==> src/rtl/store_trace_fifo.sv <==
// Store trace FIFO: records every core data-memory store with a sequence tag
// for a debug consumer; never back-pressures the core, drops and counts when full.
module store_trace_fifo #(
    parameter int DEPTH  = 16,
    parameter int ADDR_W = 32,
    parameter int DATA_W = 32,
    parameter int SEQ_W  = 16
) (
    input  logic                     clk,
    input  logic                     rst_n,
    input  logic                     clear,
    input  logic                     memwrite,
    input  logic [ADDR_W-1:0]        dataadr,
    input  logic [DATA_W-1:0]        writedata,
    output logic                     out_valid,
    input  logic                     out_ready,
    output logic [ADDR_W-1:0]        out_addr,
    output logic [DATA_W-1:0]        out_data,
    output logic [SEQ_W-1:0]         out_seq,
    output logic [$clog2(DEPTH):0]   count,
    output logic                     full,
    output logic [SEQ_W-1:0]         overflow_cnt
);

    localparam int PTR_W = $clog2(DEPTH);
    localparam int CNT_W = PTR_W + 1;

    logic [ADDR_W-1:0] mem_addr [DEPTH];
    logic [DATA_W-1:0] mem_data [DEPTH];
    logic [SEQ_W-1:0]  mem_seq  [DEPTH];

    logic [PTR_W-1:0]  wr_ptr;
    logic [PTR_W-1:0]  rd_ptr;
    logic [SEQ_W-1:0]  seq;
    logic              push;
    logic              pop;

    assign out_valid = (count != '0);
    assign full      = (count == CNT_W'(DEPTH));
    assign pop       = out_valid && out_ready;
    // A pop frees the slot this cycle, so a full FIFO can still accept a store.
    assign push      = memwrite && (!full || pop);

    assign out_addr  = mem_addr[rd_ptr];
    assign out_data  = mem_data[rd_ptr];
    assign out_seq   = mem_seq[rd_ptr];

    always_ff @(posedge clk) begin
        if (!rst_n || clear) begin
            wr_ptr       <= '0;
            rd_ptr       <= '0;
            count        <= '0;
            seq          <= '0;
            overflow_cnt <= '0;
        end else begin
            if (push)
                wr_ptr <= wr_ptr + PTR_W'(1);
            if (pop)
                rd_ptr <= rd_ptr + PTR_W'(1);
            if (push && !pop)
                count <= count + CNT_W'(1);
            else if (pop && !push)
                count <= count - CNT_W'(1);
            // Tag advances even on drops so the consumer can see gaps.
            if (memwrite)
                seq <= seq + SEQ_W'(1);
            if (memwrite && !push && (overflow_cnt != '1))
                overflow_cnt <= overflow_cnt + SEQ_W'(1);
        end
    end

    always_ff @(posedge clk) begin
        if (rst_n && !clear && push) begin
            mem_addr[wr_ptr] <= dataadr;
            mem_data[wr_ptr] <= writedata;
            mem_seq[wr_ptr]  <= seq;
        end
    end

endmodule

==> config.mk <==
export PLATFORM = sky130hd
export DESIGN_NAME = store_trace_fifo
export DESIGN_NICKNAME = d
export VERILOG_FILES = /design/src/rtl/store_trace_fifo.sv
export SDC_FILE = /design/constraint.sdc
export NUM_CORES = 1
export LEC_CHECK = 0
export ABC_AREA = 0
export CAP_MARGIN = 0
export CORE_AREA = 2 2 286 288
export CTS_BUF_LIST = sky130_fd_sc_hd__clkbuf_8
export CTS_CLUSTER_DIAMETER = 150
export DETAILED_ROUTE_END_ITERATION = 16
export DIE_AREA = 0 0 288 290
export PLACE_DENSITY = 0.81
export SLEW_MARGIN = 20
export SYNTH_ARGS = -nofsm -noshare
export SYNTH_HDL_FRONTEND = slang
export SYNTH_SLANG_ARGS = --single-unit
==> constraint.sdc <==
create_clock -name clk -period 12.5 [get_ports clk]
set_clock_uncertainty 0.05 [all_clocks]
set_input_delay 2.5 -clock clk [delete_from_list [all_inputs] [get_ports clk]]
set_output_delay 2.5 -clock clk [all_outputs]
set_load 0.01 [all_outputs]
Word-level counts from Yosys, hierarchy flattened

Memory sizes are Yosys's and may differ from the RTL's. A register that Yosys moved wholly into a read port is not among the register bits.
Cells that the tools add are included.

Add/subtract/negate cells: 6
Multiply operators: 0
Divide/modulo/power cells: 0
$lt $le $gt $ge: 0
Eq/ne operators: 2
Shift operators: 0
Muxes and demuxes: 10
Bitwise operators: 0
Reductions and logical operators: 17

Operators by type and width:

| cell                                                               | count |
|---|---|
| 16-bit by 1-bit adder with 16-bit output, second input constant    | 2 |
| 4-bit two-way mux                                                  | 6 |
| 16-bit inequality test, second input constant                      | 1 |
| 5-bit two-way mux                                                  | 2 |
| 4-bit by 1-bit adder with 4-bit output, second input constant      | 2 |
| 1-bit logical AND                                                  | 8 |
| 5-bit by 1-bit adder with 5-bit output, second input constant      | 1 |
| 5-bit equality test, second input constant                         | 1 |
| 1-bit logical NOT                                                  | 5 |
| 5-bit nonzero test                                                 | 1 |
| 5-bit by 1-bit subtractor with 5-bit output, second input constant | 1 |
| 1-bit logical OR                                                   | 2 |
| 1-bit two-way mux                                                  | 2 |
| 2-bit nonzero test                                                 | 1 |

Flip-flop bits (word level): 45
Latch bits: 0
RAM bits: 1,280
ROM bits: 0
Bits of input ports: 69
Memories kept: 3

Memory list:

| name     | words | width | read ports | clocked after memory_dff | wr ports | line | source |
|---|---|---|---|---|---|---|---|
| mem_addr | 16    | 32    | 1          | 1                        | 1        | 28   | `logic [ADDR_W-1:0] mem_addr [DEPTH];` |
| mem_data | 16    | 32    | 1          | 1                        | 1        | 29   | `logic [DATA_W-1:0] mem_data [DEPTH];` |
| mem_seq  | 16    | 16    | 1          | 1                        | 1        | 30   | `logic [SEQ_W-1:0] mem_seq [DEPTH];` |

Depth between registers and ports, before layout

Depth in word-level cells: 8
Mapped depth: 10
Gate-level depth less buffers: 10

Least setup slack after synthesis

No wires, ideal clock.

Path type: input to register
Start: input port rst_n
End: memory mem_addr[12][0], enable pin
Library setup time: 715 ps
Data arrival time: 10,734 ps
Setup slack: 1,002 ps
Stages: 4
Path buffers: 1
Cells stage by stage: nor2b_1 clkbuf_1 nand2_1 nor4_1

Cells in the longest elaborated chain, start to end: 4

Ends and longest elaborated chain:

| element                                 | line | source |
|---|---|---|
| start: declaration                      | 10   | `input logic rst_n,` |
| 1-bit logical AND (2 in a row)          | 73   | `if (rst_n && !clear && push) begin` |
| 1-bit two-way mux                       | 73   |  |
| 1-bit two-way mux (not written as such) | 74   | `mem_addr[wr_ptr] <= dataadr;` |
| end: declaration                        | 28   |  |

No other way between the ends.

==> flow_summary.toml <==
[run_status]
outcome = "finished clean"

[drt]
dr.pass1.iters = 5
drtAntennaViolNets = 0
wire_per_inst_um = 30.5
drt_iter0_markers = 3000
drc = 0
wirelength_mm = 109
vias_per_cell = 6.58
vias = 23600

[global_routing]
grt_max_degree = 168
antenna_found_initial = 9
grt.met3_usage_pct = 6.07
grt_usage_pct = 27.1
grt_pass1_vias = 25200
use_met1_pct = 37.1
grt-ovfl-total = 0
grt_pass1_wl_mm = 163
use_met2_pct = 44.4
top_usage_layer = "met2"

[setup_path]
cp.required_ns = 9.95
critPathKind = "flip-flop to output pin"
cp-end-kind = "output pin"
cp_max_fo = 167
start_kind = "flip-flop"
cp.arrival_ns = 4.61

[synth]
synth_top_area_share_pct = 76.5
yosysTopAreaCell = "edfxtp_1"
synthCells = 2061
avgSynthCellArea_um2 = 24.4
synth-seq-cells = 1329
yosysWarnings = 0
syn-num-nets = 2142
synthTopCellsByArea = "edfxtp_1 76%, mux4_2 18%, dfxtp_1 2.0%"
synth_edf_count = 1280
synth_ff_type = "edfxtp_1"
async_flop_share_pct = 0
synth.distinct_cells = 39
syn-cell-area_mm2 = 0.0503
yosysSeqAreaShare_pct = 78.4

[job]
cap_violations = 0

[sta]
drv_slew = 0
setup_violations = 0
holdWs_ns = 0.472
period_needed_ns = 7.16
fin_ws_ns = 5.34
finalHoldViolCount = 0
fmax_ghz = 0.140
relSlewSlack_pct = 25.8
period_share_pct = 57.3
tns_ns = 0
grt_setup_unrepaired = "false"
worstMarginPinSlew_ns = 1.11

[place]
place_inst = 3227
hpwl_mm = 55.8
placed_area_mm2 = 0.0534
gp_routability_congestion = 0.794
pre_cts_slack_ns = 6.17
io_buffers = 171

[floorplanning]
fp.coreArea_mm2 = 0.0802
start_util_pct = 62.7
fp.dieW_um = 288
io_pins = 172
die_area_mm2 = 0.0835
die_y_um = 290
std_cell_rows = 104

[finish]
multiInputGateArea_mm2 = 0.0105
nNetsFinal = 2444
fillCellCount = 4375
stdcell_area_mm2 = 0.0571
regArea_mm2 = 0.0394
syn_to_final_growth_pct = 13.5
instances_no_fill = 3580
drive_above_1_share_pct = 28.1

[clock_network]
path_clk_slew_ns = 0.06
cts.hold.buffers_added = 0
htreeDepth = 4
clk_latency_ns = 0.87
clk_path_buf_depth = 3
postCtsSetupBuffers = 0
cts_tree = "done"
cts-buffers-inserted = 194
cts_resized = 0
cts.sinks = 1329
root_buffer = "clkbuf_8"

[min_path]
holdCritPathClass = "flip-flop to flip-flop"

[power]
powerDensity_mw_per_mm2 = 152
p_leak_uw = 0.0175
irDropWorstVdd_uv = 97.4
sequential cells by signal, indices dropped and copies added, names as in the netlist, named ones only:
name          flops
mem_addr        512
mem_data        512
mem_seq         256
overflow_cnt     16
seq              16
count             5
rd_ptr            4
wr_ptr            4
synth_stat cells (6+ instances only):
| master | n |
|---|---|
| a21oi_1 | 23 |
| and2_1 | 9 |
| buf_1 | 27 |
| clkbuf_1 | 76 |
| dfxtp_1 | 49 |
| edfxtp_1 | 1280 |
| ha_1 | 11 |
| inv_1 | 12 |
| mux2i_1 | 7 |
| mux4_2 | 400 |
| nand2_1 | 18 |
| nand3_1 | 14 |
| nand4_1 | 12 |
| nor2_1 | 24 |
| nor3_1 | 7 |
| nor4_1 | 13 |
| o21a_1 | 6 |
| o21ai_0 | 8 |
| o31ai_1 | 11 |
| or3_1 | 7 |
| or4_1 | 10 |
| xnor2_1 | 7 |
| xor2_1 | 8 |
critical path: stages (launching register included):
cell             delay [ns]
dfxtp_4                0.35
buf_12                 0.73
buf_4                  1.01
mux4_2                 0.44
mux4_2                 0.49
clkdlybuf4s50_1        0.59
per-stage QoR:
stage	total power, µW	util (%)
after global placement	5460	66.5
after CTS	8730	71.2
after floorplan	5280	-
after global routing	8940	71.2
after detailed placement	5480	66.6
final	8670	71.2
area by class of cell:
class,instances,share of cell area (%)
Multi-Input combinational cell,616,18.4
Antenna cell,3,0.0132
Clock inverter,149,1.64
Timing Repair Buffer,210,3.62
Clock buffer,201,4.85
Sequential cell,1329,69.1
Inverter,12,0.0789
Tap cell,1060,2.32
cells by family after synthesis:
| logic type | synth area share, % |
|---|---|
| DFF | 78.4 |
| muxes | 18.1 |
| and+or+nand+nor | 1.39 |
| buffers and inverters | 0.869 |
| AOI/OAI and AO/OA | 0.687 |
| xor gates and xnor gates | 0.261 |
| adders and majority gates | 0.314 |
where the power goes:
| group | switching (µW) | total (µW) | leakage (µW) | internal, µW |
|---|---|---|---|---|
| logic | 227 | 476 | 0.00330 | 248 |
| registers | 22.3 | 4910 | 0.0121 | 4880 |
| clock network | 1610 | 3280 | 0.00212 | 1670 |
final timing paths:
path | start | end | slack [ns] | cells past startpoint
setup / recovery | flip-flop | out_data[14] | 5.34 | 5
hold / removal | wr_ptr[1]$_SDFFE_PP0P_ | wr_ptr[1]$_SDFFE_PP0P_ | 0.47 | 2
setup reg to reg | count[0]$_SDFFE_PP0P_ | mem_data[2][2]$_DFFE_PP_ | 8.66 | 6
hold reg to reg | wr_ptr[1]$_SDFFE_PP0P_ | wr_ptr[1]$_SDFFE_PP0P_ | 0.47 | 2
routing by layer:
metal / wire, µm / vias to the layer above / share of wire [%]
li1: - / 9565 / -
met1: 40500 / 12500 / 37
met2: 56700 / 1308 / 52
met3: 9850 / 166 / 9.0
met4: 2070 / 10 / 1.9
met5: 81 / - / 0.074
layout by cell type, fill, tap and decap left out, types with 8 or more instances in the layout:
cell type	netlist	final
and2_4	0	8
dfxtp_1	49	45
or4_1	10	10
mux4_2	400	400
xor2_1	8	8
clkinv_2	0	17
nand3_1	14	14
clkinv_1	0	46
nand2_1	18	18
o31ai_1	11	10
bufinv_16	0	8
buf_4	0	34
clkdlybuf4s50_1	0	171
nor4_2	1	10
a21oi_1	23	23
o21ai_0	8	8
nand4_1	12	12
ha_1	11	11
nor2_1	24	24
clkbuf_8	0	201
inv_1	12	75
edfxtp_1	1280	1280
(Power assumes the default switching activity.)
